`src/rtl/ecc_pkg.sv`:
```
// Shared constants and types for the ECC error monitor slice.
// Error-type codes, monitor state encoding and default widths live here.
package ecc_pkg;

  localparam int DEF_DATA_WIDTH = 119;
  localparam int DEF_ADDR_WIDTH = 8;
  localparam int DEF_CNT_WIDTH  = 16;

  localparam logic [1:0] ERR_NONE  = 2'd0;
  localparam logic [1:0] ERR_SBIT  = 2'd1;
  localparam logic [1:0] ERR_DBIT  = 2'd2;
  localparam logic [1:0] ERR_FAULT = 2'd3;

  typedef enum logic {
    IDLE   = 1'b0,
    LOGGED = 1'b1
  } mon_state_t;

  // Most severe error wins when several flags arrive together.
  function automatic logic [1:0] err_type_sel(input logic f, input logic d, input logic s);
    logic [1:0] t;
    t = ERR_NONE;
    if (f)      t = ERR_FAULT;
    else if (d) t = ERR_DBIT;
    else if (s) t = ERR_SBIT;
    return t;
  endfunction

endpackage

```
`src/rtl/ecc_sat_cnt.sv`:
```
// Saturating event counter with synchronous clear.
// A clear in the same cycle as an increment leaves the count at one.
module ecc_sat_cnt #(
  parameter int W = 16
) (
  input  logic         clk,
  input  logic         rst_n,
  input  logic         clr,
  input  logic         inc,
  output logic [W-1:0] cnt
);

  localparam logic [W-1:0] CNT_MAX = '1;
  localparam logic [W-1:0] CNT_ONE = W'(1);

  always_ff @(posedge clk) begin
    if (!rst_n) begin
      cnt <= '0;
    end else if (clr) begin
      cnt <= inc ? CNT_ONE : '0;
    end else if (inc && (cnt != CNT_MAX)) begin
      cnt <= cnt + CNT_ONE;
    end
  end

endmodule

```
`src/rtl/ecc_119_err_monitor.sv`:
```
// Downstream monitor of the 119-bit ECC path: registers corrected data,
// counts qualified errors, records the first error and raises a level irq.
module ecc_119_err_monitor
  import ecc_pkg::*;
#(
  parameter int DATA_WIDTH = DEF_DATA_WIDTH,
  parameter int ADDR_WIDTH = DEF_ADDR_WIDTH,
  parameter int CNT_WIDTH  = DEF_CNT_WIDTH
) (
  input  logic                  clk,
  input  logic                  rst_n,
  input  logic                  in_vld,
  input  logic [ADDR_WIDTH-1:0] in_addr,
  input  logic [DATA_WIDTH-1:0] data_in,
  input  logic                  sbit_err,
  input  logic                  dbit_err,
  input  logic                  ecc_fault,
  input  logic                  clr,
  input  logic [2:0]            irq_en,
  output logic                  out_vld,
  output logic [DATA_WIDTH-1:0] out_data,
  output logic                  out_poison,
  output logic [CNT_WIDTH-1:0]  sbit_cnt,
  output logic [CNT_WIDTH-1:0]  dbit_cnt,
  output logic [CNT_WIDTH-1:0]  fault_cnt,
  output logic [2:0]            err_sticky,
  output logic [ADDR_WIDTH-1:0] first_addr,
  output logic [1:0]            first_type,
  output logic                  irq
);

  logic       q_s, q_d, q_f, q_any;
  logic [2:0] q_vec;
  logic [2:0] sticky_next;
  logic       capture;
  logic [1:0] capture_type;

  mon_state_t state, state_next;

  assign q_s   = sbit_err  & in_vld;
  assign q_d   = dbit_err  & in_vld;
  assign q_f   = ecc_fault & in_vld;
  assign q_any = q_s | q_d | q_f;
  assign q_vec = {q_f, q_d, q_s};

  // Clear is applied before the same-cycle event, so the event survives it.
  assign sticky_next = (clr ? 3'b000 : err_sticky) | q_vec;

  always_ff @(posedge clk) begin
    if (!rst_n) begin
      out_vld    <= 1'b0;
      out_data   <= '0;
      out_poison <= 1'b0;
    end else begin
      out_vld    <= in_vld;
      out_poison <= q_d | q_f;
      if (in_vld) begin
        out_data <= data_in;
      end
    end
  end

  ecc_sat_cnt #(.W(CNT_WIDTH)) u_sbit_cnt (
    .clk   (clk),
    .rst_n (rst_n),
    .clr   (clr),
    .inc   (q_s),
    .cnt   (sbit_cnt)
  );

  ecc_sat_cnt #(.W(CNT_WIDTH)) u_dbit_cnt (
    .clk   (clk),
    .rst_n (rst_n),
    .clr   (clr),
    .inc   (q_d),
    .cnt   (dbit_cnt)
  );

  ecc_sat_cnt #(.W(CNT_WIDTH)) u_fault_cnt (
    .clk   (clk),
    .rst_n (rst_n),
    .clr   (clr),
    .inc   (q_f),
    .cnt   (fault_cnt)
  );

  always_ff @(posedge clk) begin
    if (!rst_n) begin
      err_sticky <= 3'b000;
      irq        <= 1'b0;
    end else begin
      err_sticky <= sticky_next;
      irq        <= |(sticky_next & irq_en);
    end
  end

  always_ff @(posedge clk) begin
    if (!rst_n) begin
      state <= IDLE;
    end else begin
      state <= state_next;
    end
  end

  // A clear makes the monitor behave as if idle for this cycle's event.
  always_comb begin
    state_next = state;
    if (clr) begin
      state_next = q_any ? LOGGED : IDLE;
    end else if ((state == IDLE) && q_any) begin
      state_next = LOGGED;
    end
  end

  always_comb begin
    capture      = q_any && ((state == IDLE) || clr);
    capture_type = err_type_sel(q_f, q_d, q_s);
  end

  always_ff @(posedge clk) begin
    if (!rst_n) begin
      first_addr <= '0;
      first_type <= ERR_NONE;
    end else if (capture) begin
      first_addr <= in_addr;
      first_type <= capture_type;
    end else if (clr) begin
      first_addr <= '0;
      first_type <= ERR_NONE;
    end
  end

endmodule

```
`config.mk`:
```
export PLATFORM = sky130hd
export DESIGN_NAME = ecc_119_err_monitor
export DESIGN_NICKNAME = d
export VERILOG_FILES = /design/src/rtl/ecc_pkg.sv /design/src/rtl/ecc_sat_cnt.sv /design/src/rtl/ecc_119_err_monitor.sv
export SDC_FILE = /design/constraint.sdc
export NUM_CORES = 1
export LEC_CHECK = 0
export CAP_MARGIN = 20
export CORE_MARGIN = 8
export CORE_UTILIZATION = 43
export CTS_BUF_LIST = sky130_fd_sc_hd__clkbuf_4 sky130_fd_sc_hd__clkbuf_8 sky130_fd_sc_hd__clkbuf_16
export CTS_CLUSTER_DIAMETER = 50
export DETAILED_ROUTE_END_ITERATION = 8
export GPL_TIMING_DRIVEN = 0
export HOLD_SLACK_MARGIN = 0.15
export PLACE_DENSITY = 0.91
export SYNTH_ARGS = -nofsm -noshare
export SYNTH_HDL_FRONTEND = slang
export SYNTH_SLANG_ARGS = --single-unit
export TNS_END_PERCENT = 30
```
`constraint.sdc`:
```
create_clock -name clk -period 2.1 [get_ports clk]
set_input_delay 0.42 -clock clk [delete_from_list [all_inputs] [get_ports clk]]
set_output_delay 0.42 -clock clk [all_outputs]
set_load 0.05 [all_outputs]
```
==> results of run 1 <==
synth_stat cells, types with 4 or more instances:
master	number	area share
o21ai_0	16	0.010
nand2_1	34	0.017
o211ai_1	7	0.0069
buf_2	6	0.0039
nand2b_1	6	0.0049
and3_1	5	0.0041
nor2_1	6	0.0029
or3_1	21	0.017
nor3_1	11	0.0072
and4_1	7	0.0080
nand4_1	13	0.011
nor2b_1	140	0.11
dfxtp_1	184	0.48
a21oi_1	30	0.020
nor4_1	9	0.0073
inv_1	9	0.0044
clkbuf_1	34	0.017
mux2i_1	129	0.17
or4_1	16	0.016
buf_1	4	0.0020
o31ai_1	16	0.016
a21boi_0	7	0.0069
o41ai_1	6	0.0069
nand3_1	24	0.016
worst paths after layout:
path,startpoint,to,slack [ns],cells past startpoint
worst max register to register,u_dbit_cnt.cnt[0],u_dbit_cnt.cnt[12],0.09,5
worst min-delay path,first_type[0],first_type[0],0.50,2
worst max-delay path,out_data[84],out_data[84],0.03,1
worst min register to register,first_type[0],first_type[0],0.50,2
power groups by stage:
| stage | combinational (mW) | clock, mW | sequential, mW |
|---|---|---|---|
| after global placement | 1.61 | 0 | 3.80 |
| after floorplan | 0.376 | 0 | 4.35 |
| after global routing | 1.70 | 3.31 | 3.75 |
| after CTS | 1.64 | 3.16 | 3.73 |
| final | 1.62 | 3.10 | 3.73 |
| after detailed placement | 1.63 | 0 | 3.81 |
stage by stage:
| step | setup slack, ns | TNS [ns] | power, mW | hold WS, ns | util |
|---|---|---|---|---|---|
| floorplan | -0.0679 | -0.319 | 4.72 | 0.519 | - |
| global placement | -0.823 | -90.57 | 5.41 | 0.466 | 0.629 |
| detailed placement | -0.930 | -101.36 | 5.44 | 0.499 | 0.629 |
| CTS | 0.000923 | 0 | 8.52 | 0.512 | 0.659 |
| global route | 0.00197 | 0 | 8.76 | 0.521 | 0.662 |
| finish | 0.0348 | 0 | 8.46 | 0.503 | 0.662 |
cell type report:
type	instances	share of cell area
multi-input combinational	532	0.323
sequential	184	0.314
timing repair buffer	319	0.271
clock buffer	18	0.0369
tap	229	0.0244
buffer	42	0.0149
clock inverter	14	0.0114
inverter	9	0.00288
antenna	1	0.000213
registers in the layout, indices dropped and copies added, names as in the netlist:
name / cells
first_addr: 8
out_poison: 1
out_data: 119
irq: 1
state: 1
u_sbit_cnt.cnt: 16
err_sticky: 3
first_type: 2
u_fault_cnt.cnt: 16
u_dbit_cnt.cnt: 16
out_vld: 1
per-layer routing:
layer  global-route usage  vias to the layer above
li1                     -                     3439
met1                0.238                     3296
met2                0.379                      270
met3               0.0898                       34
met4               0.0757                        0
met5                    0                        -
kinds of logic after synthesis:
group	after synthesis	synth area share
DFF	184	0.481
AOI/OAI and AO/OA	101	0.0874
adders and majority gates	3	0.00490
muxes	129	0.169
buffers and inverters	53	0.0269
and+or+nand+nor	299	0.231
repair_timing:
action                                 4_1_cts  5_1_grt
resized for setup                           45       24
setup buffers                                0        0
setup endpoints to repair                  195       28
endpoints found under the hold margin        0        0
==> flow_summary.yaml, run 1 <==
yosys:
  synth_area_um2: 7660
  synth_cells: 769
  yosys_warnings: 0
  synth-edff-count: 0
  seq_area_frac_synth: 0.481
  syn_area_per_cell_um2: 9.96
  ys.flop_type: "dfxtp_1"
  ys_ff_latch: 184
  syn_nets: 909
  synthArstFlopShare: 0
  synthDistinctLibCells: 44
grt:
  grtUsageTotal: 0.219
  antenna_found_initial: 1
  grt_max_degree: 19
  gr-total-overflow: 0
  grt_pass1_wl_mm: 38.8
  first_global_vias: 7103
cells_and_area:
  fillers: 1354
  multi_input_area_um2: 3790
  synthToLayoutAreaGrowth_pct: 53.1
  layout-drive-gt1-share: 0.0501
  regArea_um2: 3690
  final_cell_mix: "clkdlybuf4s50_1 (266), dfxtp_1 (180), nor2b_1 (140)"
  nNetsFinal: 1245
  instances_no_fill: 1348
  final_area_um2: 11700
  final_common_cell: "clkdlybuf4s50_1"
power:
  clockPowerShare: 0.367
  power_frac_comb: 0.192
  seqPwrFrac: 0.441
  p_leak_nw: 4.83
  p_sw_mw: 2.54
  p_int_mw: 5.92
  swShare: 0.300
  ir_drop_uv: 531
  cellPowerDensity_nw_per_um2: 721
sta:
  setup_viol: 0
  fin_skew_ns: 0.0101
  rsz0062_at_grt: "false"
  worst-slew-pin-transition_ns: 0.913
  max_slew_margin: 0.391
  final.min_clock_period_ns: 2.07
  max_freq_mhz: 484
  fin_crit_sh: 0.983
  final_max_slew_viol_count: 0
  report.final.hold_viol_count: 0
detailed_routing:
  via_count: 7039
  routed_wl_mm: 25.3
  routed-wl-met2_mm: 12.6
  dr.pass1.iters: 5
  antenna_left: 0
  wl_met1_mm: 9.63
  route.detailed.drc: 0
  routedWlPerCell_um: 18.8
  vias_per_cell: 5.22
  drt_iter0_drc: 311
  wl_met3_mm: 2.44
  routed.top_layer: "met4"
floorplan:
  core_um2: 17700
  die_w_um: 149
  die_h_um: 149
  initial_utilization: 0.432
  row_count: 49
  die_area_um2: 22300
  pin_count: 320
clock_tree:
  htreeDepth: 4
  postCtsHoldBufs: 0
  cts_sinks: 184
  clock_latency_ns: 0.42
  tritoncts: "yes"
  cts_buffers: 17
  root_buffer: "clkbuf_16"
  cts_max_path_buffers: 2
  clk_pin_slew_ns: 0.08
placed_design:
  gp_congestion: 0.861
  dp.cells: 1317
  dp_hpwl_mm: 19.7
  placed_cell_area_um2: 11100
  port_buffers: 319
critical_path:
  critPathMaxFanout: 2
  critPathRequiredTime_ns: 1.68
  critPathLaunchType: "flop"
  cp_slowest_cell: "clkdlybuf4s50_1"
  cp_data_arrival_time_ns: 1.65
  cp-end-kind: "output pin"
  slowest_delay_ns: 0.88
  criticalPathCategory: "flop to output pin"
  timing.critical_path.buf_inv: 1
  crit_family: "buffers and inverters"
  cp_cell_sequence: "clkdlybuf4s50_1"
flow_run:
  max-cap-violations: 0
outcome:
  status: "completed"
worst_hold_path:
  hold_path_class: "flop to flop"
No activity file was read; power rests on OpenSTA's default activity.
==> run 2: changes to the inputs <==
--- a/config.mk
+++ b/config.mk
@@ -16,5 +16,6 @@
 export PLACE_DENSITY = 0.91
 export SYNTH_ARGS = -nofsm -noshare
 export SYNTH_HDL_FRONTEND = slang
+export SYNTH_HIERARCHICAL = 1
 export SYNTH_SLANG_ARGS = --single-unit
 export TNS_END_PERCENT = 30
==> flow_summary.yaml, run 2 <==
critical_path:
  crit_family: "buffers and inverters"
  crit_start: "out_data[109]"
  r2r_start: "u_dbit_cnt/cnt[1]"
  timing.critical_path.buf_inv: 1
  cp-end-kind: "output pin"
  critPathMaxFanout: 2
  cp_cell_sequence: "clkdlybuf4s50_1"
  cp_data_arrival_time_ns: 1.64
  criticalPathCategory: "flop to output pin"
  critPathLaunchType: "flop"
  endpoint: "out_data[109]"
  cp_slowest_cell: "clkdlybuf4s50_1"
  slowest_delay_ns: 0.85
  r2r-end: "u_dbit_cnt/cnt[10]"
  r2r_cells: 6
  critPathRequiredTime_ns: 1.68
  rrSetupSlack_ns: 0.12
  cp.depth: 1
placed_design:
  placed_cell_area_um2: 11000
  gp_congestion: 0.884
  dp_hpwl_mm: 19.5
  port_buffers: 318
  dp.cells: 1293
sta:
  final.min_clock_period_ns: 2.06
  setup_viol: 0
  whs_ns: 0.344
  fin_skew_ns: 0.00819
  max_freq_mhz: 486
  final_max_slew_viol_count: 0
  report.final.hold_viol_count: 0
  fin_crit_sh: 0.979
  max_slew_margin: 0.597
  worst-slew-pin-transition_ns: 0.603
yosys:
  synthTopCellsByArea: "dfxtp_1 (49%), mux2i_1 (17%), nor2_1 (6.2%)"
  seq_area_frac_synth: 0.487
  synthDistinctLibCells: 42
  synth_top_area_cell: "dfxtp_1"
  synth_top_area_frac: 0.487
  syn_area_per_cell_um2: 10.1
  synthArstFlopShare: 0
  yosysMostFrequentCell: "dfxtp_1"
  yosys.area_share.simple: 0.187
  synth-edff-count: 0
  synth_compound_area_frac: 0.0860
  synth_area_um2: 7570
  post_synth_xor_area_fraction: 0
  synth-adder-area-share: 0.00496
  syn_nets: 890
  ys_ff_latch: 184
  synth_cells: 750
  synth_top_family_by_area: "simple AND/OR/NAND/NOR gates"
  yosys_warnings: 6
  synthTopCellsByCount: "dfxtp_1 (184), mux2i_1 (131), nor2_1 (125)"
  synthMuxAreaShare: 0.173
  ys.flop_type: "dfxtp_1"
detailed_routing:
  wl_met3_mm: 2.37
  routed.top_layer: "met5"
  vias_per_cell: 5.30
  wl_met1_mm: 9.90
  routed-wl-met2_mm: 12.5
  routedWlPerCell_um: 19.2
  drt_iter0_drc: 411
  antenna_left: 0
  dr.pass1.iters: 4
  via_count: 7032
  route.detailed.drc: 0
  routed_wl_mm: 25.5
grt:
  first_global_vias: 6677
  grt_pass1_wl_mm: 38.0
  antenna_found_initial: 1
  grt_max_degree: 18
  grtUsageTotal: 0.218
  gr-total-overflow: 0
flow_run:
  max-cap-violations: 0
cells_and_area:
  layout-drive-gt1-share: 0.0872
  final_area_um2: 11700
  nNetsFinal: 1228
  n_antenna_cell: 0
  synthToLayoutAreaGrowth_pct: 55.0
  final_cell_mix: "clkdlybuf4s50_1 (273), dfxtp_1 (180), mux2i_1 (131)"
  final_common_cell: "clkdlybuf4s50_1"
  largest_reg_flops: 119
  instances_no_fill: 1326
  fillers: 1311
  finalCoreUtilization: 0.680
  regMostFlops: "out_data"
floorplan:
  die_w_um: 149
  pin_count: 320
  die_area_um2: 22100
  initial_utilization: 0.439
  die_h_um: 149
  core_um2: 17200
  row_count: 48
power:
  power_mw: 8.75
  cellPowerDensity_nw_per_um2: 746
  p_leak_nw: 5.03
  ir_drop_uv: 563
clock_tree:
  cts_max_path_buffers: 2
  tritoncts: "yes"
  htreeDepth: 4
  root_buffer: "clkbuf_16"
  cts_sinks: 184
  clock_latency_ns: 0.42
  clk_pin_slew_ns: 0.07
  cts_buffers: 17
outcome:
  status: "completed"
worst_hold_path:
  hold_path_class: "primary input to flop"
-- run 2: per-stage QoR --
step | setup TNS [ns] | setup slack, ns
2_1_floorplan | -0.0998 | -0.0250
3_3_place_gp | -27.80 | -0.588
3_5_place_dp | -33.71 | -0.636
4_1_cts | -0.0499 | -0.0203
5_1_grt | -0.00434 | -0.00311
6_report | 0 | 0.0438
-- run 2: worst min-delay path by stage --
stage	startpoint	cells after the start	to	slack, ns
2_1_floorplan	state	2	first_type[1]	0.51
5_1_grt	in_vld	2	out_vld	0.34
4_1_cts	in_vld	2	out_vld	0.32
3_3_place_gp	out_data[99]	2	out_data[99]	0.47
3_5_place_dp	out_data[22]	2	out_data[22]	0.48
6_report	in_vld	2	out_vld	0.34
-- run 2: repair_timing --
| item | 4_1_cts | 5_1_grt |
|---|---|---|
| hold buffers | 0 | 0 |
| resized for setup | 42 | 19 |
| setup buffers | 0 | 3 |
| setup endpoints to repair | 46 | 30 |
-- run 2: where the power goes --
group / internal [mW] / switching (mW)
Clock: 1.94 / 1.44
Combinational: 0.694 / 0.940
Sequential: 3.65 / 0.0839
-- run 2: cell type report --
| cell class | count | area [um^2] | share of cell area |
|---|---|---|---|
| flip-flops and latches | 184 | 3690 | 0.315 |
| multi-input cells | 506 | 3480 | 0.297 |
| repair buffers | 321 | 3190 | 0.272 |
| clock buffers | 18 | 439 | 0.0375 |
| plain buffers | 41 | 398 | 0.0339 |
| well taps | 225 | 282 | 0.0240 |
| clock inverters | 14 | 188 | 0.0160 |
| inverters | 17 | 63.8 | 0.00544 |
-- run 2: layer usage --
metal / global-route usage / vias to the layer above
met5: 0 / -
met4: 0.0862 / 2
met3: 0.0687 / 41
met2: 0.370 / 319
met1: 0.251 / 3315
li1: - / 3355
-- run 2: logic make-up (layout without fill, tap and decap cells) --
family | Yosys count | after routing
simple gates | 275 | 275
buf+inv | 60 | 411
fa+ha+maj | 3 | 3
flops | 184 | 184
mux | 131 | 131
compound gates | 97 | 97
